`src/rtl/pipe_pkg.sv`:
```
// Shared pipeline definitions: skid-stage FSM states, EX/MEM bundle width
// and the bit offsets of each EX/MEM field.
package pipe_pkg;

    typedef enum logic [1:0] {
        ST_EMPTY = 2'd0,
        ST_ONE   = 2'd1,
        ST_TWO   = 2'd2
    } skid_state_t;

    localparam int EXMEM_W = 107;

    // EX/MEM bundle field positions (msb/lsb)
    localparam int EXMEM_BR_ADDR_MSB = 106;
    localparam int EXMEM_BR_ADDR_LSB = 75;
    localparam int EXMEM_ALU_MSB     = 74;
    localparam int EXMEM_ALU_LSB     = 43;
    localparam int EXMEM_STORE_MSB   = 42;
    localparam int EXMEM_STORE_LSB   = 11;
    localparam int EXMEM_RD_MSB      = 10;
    localparam int EXMEM_RD_LSB      = 6;
    localparam int EXMEM_WB_MSB      = 5;
    localparam int EXMEM_WB_LSB      = 4;
    localparam int EXMEM_MEM_MSB     = 3;
    localparam int EXMEM_MEM_LSB     = 1;
    localparam int EXMEM_ZERO_BIT    = 0;

endpackage

```
`src/rtl/sat_counter.sv`:
```
// Saturating up-counter, cleared only by rst; holds at all-ones.
module sat_counter #(
    parameter int W = 32
) (
    input  logic         clk,
    input  logic         rst,
    input  logic         inc,
    output logic [W-1:0] count
);

    always_ff @(posedge clk or posedge rst) begin
        if (rst) begin
            count <= '0;
        end else if (inc && (count != {W{1'b1}})) begin
            count <= count + 1'b1;
        end
    end

endmodule

```
`src/rtl/pipe_skid_stage.sv`:
```
// Two-entry skid buffer stage (main + skid) with flush-to-bubble.
// Optional downstream-stall counter enabled by defining PIPE_SKID_PERF_EN.
module pipe_skid_stage
    import pipe_pkg::*;
#(
    parameter int                DATA_W     = EXMEM_W,
    parameter logic [DATA_W-1:0] BUBBLE_VAL = '0
) (
    input  logic              clk,
    input  logic              rst,
    input  logic              in_valid,
    output logic              in_ready,
    input  logic [DATA_W-1:0] in_data,
    input  logic              flush,
    output logic              out_valid,
    input  logic              out_ready,
    output logic [DATA_W-1:0] out_data
`ifdef PIPE_SKID_PERF_EN
    ,
    output logic [31:0]       stall_cnt
`endif
);

    skid_state_t       state_reg, state_next;
    logic [DATA_W-1:0] main_reg, main_next;
    logic [DATA_W-1:0] skid_reg, skid_next;
    logic              in_ready_reg;
    logic              out_valid_reg;
    logic              push;
    logic              pop;

    assign push      = in_valid && in_ready_reg;
    assign pop       = out_valid_reg && out_ready;
    assign in_ready  = in_ready_reg;
    assign out_valid = out_valid_reg;
    assign out_data  = main_reg;

    always_comb begin
        state_next = state_reg;
        main_next  = main_reg;
        skid_next  = skid_reg;
        if (flush) begin
            state_next = ST_EMPTY;
            main_next  = BUBBLE_VAL;
            skid_next  = BUBBLE_VAL;
        end else begin
            case (state_reg)
                ST_EMPTY: begin
                    if (push) begin
                        state_next = ST_ONE;
                        main_next  = in_data;
                    end
                end
                ST_ONE: begin
                    if (push && pop) begin
                        main_next = in_data;
                    end else if (push) begin
                        state_next = ST_TWO;
                        skid_next  = in_data;
                    end else if (pop) begin
                        state_next = ST_EMPTY;
                        main_next  = BUBBLE_VAL;
                    end
                end
                ST_TWO: begin
                    if (pop) begin
                        state_next = ST_ONE;
                        main_next  = skid_reg;
                        skid_next  = BUBBLE_VAL;
                    end
                end
                default: begin
                    state_next = ST_EMPTY;
                    main_next  = BUBBLE_VAL;
                    skid_next  = BUBBLE_VAL;
                end
            endcase
        end
    end

    // Handshake outputs are registered from the next state so they carry no
    // combinational path from in_valid/out_ready.
    always_ff @(posedge clk or posedge rst) begin
        if (rst) begin
            state_reg     <= ST_EMPTY;
            main_reg      <= BUBBLE_VAL;
            skid_reg      <= BUBBLE_VAL;
            in_ready_reg  <= 1'b1;
            out_valid_reg <= 1'b0;
        end else begin
            state_reg     <= state_next;
            main_reg      <= main_next;
            skid_reg      <= skid_next;
            in_ready_reg  <= (state_next != ST_TWO);
            out_valid_reg <= (state_next != ST_EMPTY);
        end
    end

`ifdef PIPE_SKID_PERF_EN
    sat_counter #(
        .W(32)
    ) u_stall_counter (
        .clk  (clk),
        .rst  (rst),
        .inc  (out_valid_reg && !out_ready),
        .count(stall_cnt)
    );
`endif

endmodule

```
`config.mk`:
```
export PLATFORM = sky130hd
export DESIGN_NAME = pipe_skid_stage
export DESIGN_NICKNAME = d
export VERILOG_FILES = /design/src/rtl/pipe_pkg.sv /design/src/rtl/sat_counter.sv /design/src/rtl/pipe_skid_stage.sv
export SDC_FILE = /design/constraint.sdc
export NUM_CORES = 1
export LEC_CHECK = 0
export CAP_MARGIN = 20
export CORE_ASPECT_RATIO = 0.75
export CORE_UTILIZATION = 30
export DETAILED_ROUTE_END_ITERATION = 10
export SYNTH_ARGS = -nofsm -noshare
export SYNTH_HDL_FRONTEND = slang
export SYNTH_SLANG_ARGS = --single-unit
```
`constraint.sdc`:
```
create_clock -name clk -period 18.87 [get_ports clk]
set_input_delay 1.887 -clock clk [delete_from_list [all_inputs] [get_ports clk]]
set_output_delay 1.887 -clock clk [all_outputs]
set_load 0.05 [all_outputs]
```
==> results of run 1 <==
## power by group through the flow
stage	logic [mW]	registers (mW)	clock network, mW
final	0.293	0.528	0.492
after global routing	0.313	0.532	0.523
after CTS	0.296	0.528	0.506
after detailed placement	0.295	0.535	0
after global placement	0.293	0.536	0
after floorplan	0.114	0.602	0
## synthesized netlist by cell type
library cell | number | area share
a211o_1 | 1 | 0.00088
xnor2_1 | 1 | 0.00088
nand3b_4 | 1 | 0.0020
a2bb2oi_1 | 1 | 0.00088
dfrtp_1 | 217 | 0.55
o2bb2ai_1 | 107 | 0.095
nor2_1 | 110 | 0.042
nor3_4 | 1 | 0.0016
a21oi_2 | 1 | 0.00088
and2_1 | 1 | 0.00063
a22oi_1 | 1 | 0.00076
a21o_1 | 1 | 0.00076
o21ai_0 | 1 | 0.00050
a31oi_1 | 1 | 0.00063
buf_2 | 32 | 0.016
buf_4 | 6 | 0.0045
nand2_1 | 3 | 0.0011
o22ai_1 | 1 | 0.00063
nand4b_1 | 1 | 0.00088
mux2i_1 | 106 | 0.11
nor3_1 | 2 | 0.0010
a21oi_1 | 109 | 0.055
buf_1 | 3 | 0.0011
nor2b_1 | 1 | 0.00063
inv_1 | 2 | 0.00076
o21bai_1 | 1 | 0.00076
clkbuf_1 | 40 | 0.015
dfstp_2 | 1 | 0.0027
nor2_2 | 3 | 0.0019
a22o_1 | 107 | 0.095
nand2b_1 | 2 | 0.0013
## kinds of logic after synthesis
| logic type | share of synthesized area |
|---|---|
| AO/OA/AOI/OAI | 0.2509 |
| AND/OR/NAND/NOR | 0.05278 |
| XOR/XNOR | 0.0008840 |
| multiplexers | 0.1071 |
| flip-flops | 0.5506 |
| buffers and inverters | 0.03775 |
## final timing paths
kind	from	endpoint	cells past startpoint
max in group asynchronous	rst	state_reg[0]	3
worst min register to register	out_data[35]	out_data[35]	1
worst max-delay path	in_ready	in_ready	1
min in group asynchronous	rst	out_data[37]	2
worst max register to register	state_reg[1]	out_data[19]	6
worst min-delay path	out_data[35]	out_data[35]	1
## layer usage
| layer | GRT usage | up-vias | wire length [um] |
|---|---|---|---|
| met5 | 0 | - | 0 |
| met4 | 0.03623 | 0 | 512 |
| met3 | 0.03432 | 30 | 1699 |
| met2 | 0.2709 | 228 | 13160 |
| met1 | 0.2590 | 3962 | 14620 |
| li1 | - | 3601 | - |
## stage by stage
stage                     cells  hold WS [ns]
final                      1507        0.4845
after CTS                  1504        0.4919
after detailed placement   1461        0.4729
after global routing       1505        0.4959
after global placement     1461        0.4725
after floorplan             865        0.4727
## cell type report
type	instances	area [sq um]
clock buffer	36	737.0
timing repair buffer	235	2315
antenna	3	7.507
inverter	2	15.01
tap	442	553.0
clock inverter	7	88.84
fill	3089	19160
sequential	218	5464
multi-input combinational	564	4109
==> metrics.cfg, run 1 <==
[status]
status=completed

[die]
rows=57
core_sq_mm=0.03245
io_pins=221
die_y_um=159.4
initial_utilization=0.3054
die_area_sq_mm=0.03377
die_x_um=211.9

[timing]
clock-skew-final_ns=0.01110
setup_viol=0
final.setup.tns_ns=0
finalHoldViolations=0
tightestPinTransition_ns=0.8799
slew_violations=0
finalCritPeriodShare=0.2028
fin_ws_ns=15.04
rsz0062_at_grt=no
fmax_mhz=261.4
layout_min_cycle_time_ns=3.826
slew-limit-headroom=0.4134

[yosys]
syn-mean-instance-area_sq_um=11.46
ys_seq_area_frac=0.5506
yosys_warnings=0
ys_seq_elements=218
syn-instance-count=865
synth_nets=977
synth_cell_types=31
syn_area_sq_mm=0.009910

[setup_path]
endpoint_kind=primary output
worst-r2r-setup-slack_ns=15.82
worstPathRequired_ns=16.98
slowest_delay_ns=0.84
crit_fanout=5
arrival_ns=1.94
slowest_stage=clkdlybuf4s50_1
path_class=reg2out
start_kind=flip-flop
crit_family=buffers and inverters
crit_buf_inv=1
crit_path_cell_trace=clkdlybuf4s50_1

[detailed_routing]
firstDrtPassIters=5
drt_iter0_drc=596
wl_per_cell_um=19.90
totalWireLength_um=29990
drc_errors=0
vias=7821
vias_per_cell=5.190
postRouteAntennaNets=0

[clock_tree]
clock_latency_ns=0.52
clk_path_buf_depth=3
clockRootBuffer=clkbuf_16
ctsResizeCount=0
post_cts_buffers=0
tritoncts=done
htreeDepth=1
cts.hold.buffers_added=0
cts-buffers-inserted=24
path_clk_slew_ns=0.06
cts.sinks=218

[global_route]
grt_pass1_vias=8133
grt.total_usage=0.1771
antenna_found_initial=3
grt_first_pass_wirelength_um=47760
grt_max_degree=94
overflow=0

[power]
p_per_area_mw_per_mm2=98.78
sw_frac_of_total=0.3135
power.share.clock=0.375
power.switching_mw=0.4116
power_mw=1.313
peakVddDrop_mv=0.04664
internal-power_mw=0.9011
p_leak_nw=5.495
combPwrFrac=0.223
seq_power_share=0.402

[job]
drv_cap=0

[worst_hold_path]
worstHoldPathType=reg2reg

[place]
pre_cts_ws_ns=14.54
place_congestion=0.7560
dp_hpwl_um=17010
placed_cell_area_sq_mm=0.01246
port_buffers=220

[finish]
nets=1157
synthToLayoutAreaGrowth_pct=34.10
final_core_util=0.4095
drive_above_1_share=0.06121
final_common_cell=clkdlybuf4s50_1
finalInstanceArea_sq_mm=0.01329
final_cell_mix=clkdlybuf4s50_1 (220), dfrtp_1 (215), nor2_1 (109), a21oi_1 (109)

No activity file was read; power rests on OpenSTA's default activity.
==> run 2, diff against run 1 <==
==> constraint.sdc (replaced) <==
create_clock -name clk -period 4.02 [get_ports clk]
set_input_delay 0.402 -clock clk [delete_from_list [all_inputs] [get_ports clk]]
set_output_delay 0.402 -clock clk [all_outputs]
set_load 0.05 [all_outputs]
==> metrics.cfg, run 2 (synthesis gave the netlist of run 1 again) <==
[status]
status=completed

[finish]
final_cells=1504
drive_above_1_share=0.05844
final_cell_mix=clkdlybuf4s50_1 (220), dfrtp_1 (215), nor2_1 (109), a21oi_1 (109)
fill_cells=3097
final_common_cell=clkdlybuf4s50_1
synthToLayoutAreaGrowth_pct=33.96
nets=1160

[die]
core_sq_mm=0.03245
die_area_sq_mm=0.03377
rows=57
die_x_um=211.9
die_y_um=159.4
io_pins=221
initial_utilization=0.3054

[timing]
slew_violations=0
fmax_mhz=380.9
setup_viol=0
final.setup.tns_ns=0
finalHoldViolations=0
layout_min_cycle_time_ns=2.626
whs_ns=0.4191
rsz0062_at_grt=no
clock-skew-final_ns=0.01309
tightestPinTransition_ns=1.045
slew-limit-headroom=0.3030
finalCritPeriodShare=0.6531

[global_route]
grt_first_pass_wirelength_um=46710
grt_max_degree=80
grt_pass1_vias=8077
overflow=0
antenna_found_initial=1
grt.total_usage=0.1749

[detailed_routing]
drt_iter0_drc=548
highest_layer=met4
wl_per_cell_um=19.68
detailroute.wirelength.met2_um=13260
met3_wirelength_um=1530
m1WireLength_um=14420
drc_errors=0
postRouteAntennaNets=0
vias=7845
totalWireLength_um=29600
vias_per_cell=5.216
firstDrtPassIters=7

[power]
sw_frac_of_total=0.3196
p_leak_nw=5.472
seq_power_share=0.414
internal-power_mw=4.077
power_mw=5.993
power.switching_mw=1.915
peakVddDrop_mv=0.2055
power.share.clock=0.356
combPwrFrac=0.230
p_per_area_mw_per_mm2=451.4

[place]
dp_hpwl_um=17280
port_buffers=220
place_congestion=0.7305
dp_cells=1463

[setup_path]
path_class=reg2reg
crit_path_cell_trace=xnor2_1, a2bb2oi_1, nor2_4, buf_4, o2bb2ai_1
start_kind=flip-flop
r2r_end=out_data[62]
cp-endpoint=out_data[62]
endpoint_kind=flip-flop
rr_worst_depth=5
setup.worst_path.start=state_reg[0]
crit_fanout=64
path_depth=5
slowest_delay_ns=0.91
worstPathRequired_ns=4.45
worst-r2r-setup-slack_ns=1.39
slowest_stage=dfrtp_4
crit_buf_inv=1
r2r-start=state_reg[0]
crit_family=flip-flops
arrival_ns=3.06

[clock_tree]
clockRootBuffer=clkbuf_16
ctsResizeCount=0
clock_latency_ns=0.52
tritoncts=done
cts.hold.buffers_added=0
cts-buffers-inserted=25
cts.sinks=218
clk_path_buf_depth=3
path_clk_slew_ns=0.06
htreeDepth=1
post_cts_buffers=0

[job]
drv_cap=0

[worst_hold_path]
worstHoldPathType=in2async

==> run 2: area by class of cell <==
class / instances / area (sq um) / share of cell area
Multi-Input combinational cell: 564 / 4109 / 0.3095
Clock inverter: 4 / 26.28 / 0.001979
Clock buffer: 36 / 716.9 / 0.05401
Sequential cell: 218 / 5464 / 0.4116
Tap cell: 442 / 553.0 / 0.04166
Antenna cell: 1 / 2.502 / 0.0001885
Inverter: 2 / 11.26 / 0.0008483
Timing Repair Buffer: 237 / 2392 / 0.1802
==> run 2: power groups by stage <==
stage / combinational [mW] / clock, mW / sequential (mW)
6_report: 1.38 / 2.13 / 2.48
4_1_cts: 1.40 / 2.20 / 2.48
3_3_place_gp: 1.38 / 0 / 2.52
2_1_floorplan: 0.534 / 0 / 2.82
3_5_place_dp: 1.39 / 0 / 2.51
5_1_grt: 1.48 / 2.29 / 2.50
==> run 2: how the worst min path moves through the flow <==
stage	endpoint	slack, ns
4_1_cts	out_data[97]	0.43
2_1_floorplan	skid_reg[53]	0.47
3_3_place_gp	out_data[78]	0.47
3_5_place_dp	out_data[22]	0.47
6_report	out_data[91]	0.42
5_1_grt	out_data[82]	0.48
==> run 2: per-layer routing <==
metal  up-vias  GRT usage
met5         -          0
met4         0    0.03261
met3        32    0.03886
met2       191     0.2657
met1      4030     0.2552
li1       3592          -
==> run 2: per-stage QoR <==
stage / cell area (sq um) / utilization / worst slack (ns)
finish: 13280 / 0.4091 / 1.394
global route: 13270 / 0.4090 / 1.178
floorplan: 9913 / - / 0.7787
global placement: 12530 / 0.3861 / 1.418
detailed placement: 12530 / 0.3861 / 1.394
CTS: 13270 / 0.4090 / 1.367
==> run 3, diff against run 2 <==
==> constraint.sdc (replaced) <==
create_clock -name clk -period 2.4 [get_ports clk]
set_input_delay 0.24 -clock clk [delete_from_list [all_inputs] [get_ports clk]]
set_output_delay 0.24 -clock clk [all_outputs]
set_load 0.05 [all_outputs]
==> metrics.cfg, run 3 (synthesis gave the netlist of run 1 again) <==
[clock_tree]
path_clk_slew_ns=0.06
htreeDepth=1
clk_path_buf_depth=3
clock_latency_ns=0.53
cts-buffers-inserted=24
cts.hold.buffers_added=0
cts.sinks=218
clockRootBuffer=clkbuf_16
tritoncts=done

[setup_path]
slowest_stage=clkdlybuf4s50_1
r2r_end=out_data[69]
crit_buf_inv=1
worst-r2r-setup-slack_ns=0.21
r2r-start=state_reg[0]
arrival_ns=1.95
start_kind=flip-flop
setup.worst_path.start=in_ready
endpoint_kind=primary output
crit_fanout=5
crit_path_cell_trace=clkdlybuf4s50_1
path_depth=1
rr_worst_depth=6
slowest_delay_ns=0.83
worstPathRequired_ns=2.16
cp-endpoint=in_ready
path_class=reg2out
crit_family=buffers and inverters

[global_route]
grt_first_pass_wirelength_um=47610
antenna_found_initial=4
grt_pass1_vias=8032
grt.total_usage=0.1780
grt_max_degree=72
overflow=0

[timing]
slew-limit-headroom=0.4246
finalHoldViolations=0
final.setup.tns_ns=0
fmax_mhz=456.4
finalCritPeriodShare=0.9130
clock-skew-final_ns=0.02170
tightestPinTransition_ns=0.8610
slew_violations=0
setup_viol=0
layout_min_cycle_time_ns=2.191
rsz0062_at_grt=no

[finish]
final_cells=1520
final_common_cell=clkdlybuf4s50_1
synthToLayoutAreaGrowth_pct=37.12
antenna-diode-count=0
drive_above_1_share=0.07143
nets=1173
final_cell_mix=clkdlybuf4s50_1 (220), dfrtp_1 (215), nor2_1 (109), a21oi_1 (109)

[place]
port_buffers=220
dp_cells=1477
dp_hpwl_um=17820
place_congestion=0.7454

[die]
io_pins=221
initial_utilization=0.3054
die_x_um=211.9
core_sq_mm=0.03245
die_area_sq_mm=0.03377
die_y_um=159.4
rows=57

[power]
p_leak_nw=5.621
peakVddDrop_mv=0.3362
p_per_area_mw_per_mm2=769.0

[detailed_routing]
postRouteAntennaNets=0
vias=7948
drt_iter0_drc=661
vias_per_cell=5.229
totalWireLength_um=29970
wl_per_cell_um=19.71
drc_errors=0
firstDrtPassIters=4

[worst_hold_path]
worstHoldPathType=in2async

[status]
status=completed

[job]
drv_cap=0

run 3: cell types whose count changed in the layout (fill, tap and decap cells not counted):
cell	change
buf_4	+3
diode_2	-1
bufinv_16	+3
clkinvlp_4	-1
buf_12	+10
clkbuf_1	+2
inv_6	-1
buf_6	+1
run 3: layer usage:
| layer | wire length [um] | track usage | vias up |
|---|---|---|---|
| met3 | 2019 | 0.04359 | 27 |
| met4 | 274 | 0.02470 | 2 |
| met5 | 12 | 0 | - |
| li1 | - | - | 3631 |
| met2 | 13130 | 0.2673 | 238 |
| met1 | 14530 | 0.2631 | 4050 |
run 3: through the flow:
| step | hold slack [ns] | worst slack, ns | util | power (mW) | area (sq um) |
|---|---|---|---|---|---|
| 2_1_floorplan | 0.3725 | -0.6793 | - | 5.625 | 9913 |
| 3_3_place_gp | 0.4709 | 0.1303 | 0.3932 | 6.586 | 12760 |
| 3_5_place_dp | 0.4731 | 0.1170 | 0.3932 | 6.607 | 12760 |
| 4_1_cts | 0.03101 | 0.09173 | 0.4186 | 10.56 | 13580 |
| 5_1_grt | 0.05172 | 0.05717 | 0.4187 | 10.87 | 13590 |
| 6_report | 0.04634 | 0.2088 | 0.4187 | 10.45 | 13590 |
run 3: worst min-delay path by stage:
stage                 startpoint           end  cells past startpoint
floorplan            in_data[53]  skid_reg[53]                      1
global placement    out_data[59]  out_data[59]                      1
detailed placement  out_data[82]  out_data[82]                      1
CTS                          rst  skid_reg[91]                      2
global route                 rst  skid_reg[91]                      2
finish                       rst  skid_reg[91]                      2
run 3: what timing repair did:
item / 4_1_cts / 5_1_grt
buffers inserted: 0 / 0
gates resized for setup: 0 / 1
hold endpoints to repair: 0 / 0
endpoints found under the setup margin: 0 / 29
run 3: report_power, final:
| group | total (mW) | internal, mW | switching [mW] | leakage, nW |
|---|---|---|---|---|
| clock | 3.92 | 2.38 | 1.53 | 0.404 |
| combinational | 2.43 | 0.889 | 1.54 | 2.24 |
| sequential | 4.10 | 3.93 | 0.171 | 2.98 |
| total | 10.4 | 7.20 | 3.25 | 5.62 |
run 3: cell type report:
cell class                      instances  area (sq um)
Tap cell                              442         553.0
Sequential cell                       218          5464
Timing Repair Buffer                  251          2626
Clock buffer                           38         724.4
Fill cell                            3059         18860
Inverter                                2         11.26
Multi-Input combinational cell        564          4109
Clock inverter                          5         100.1
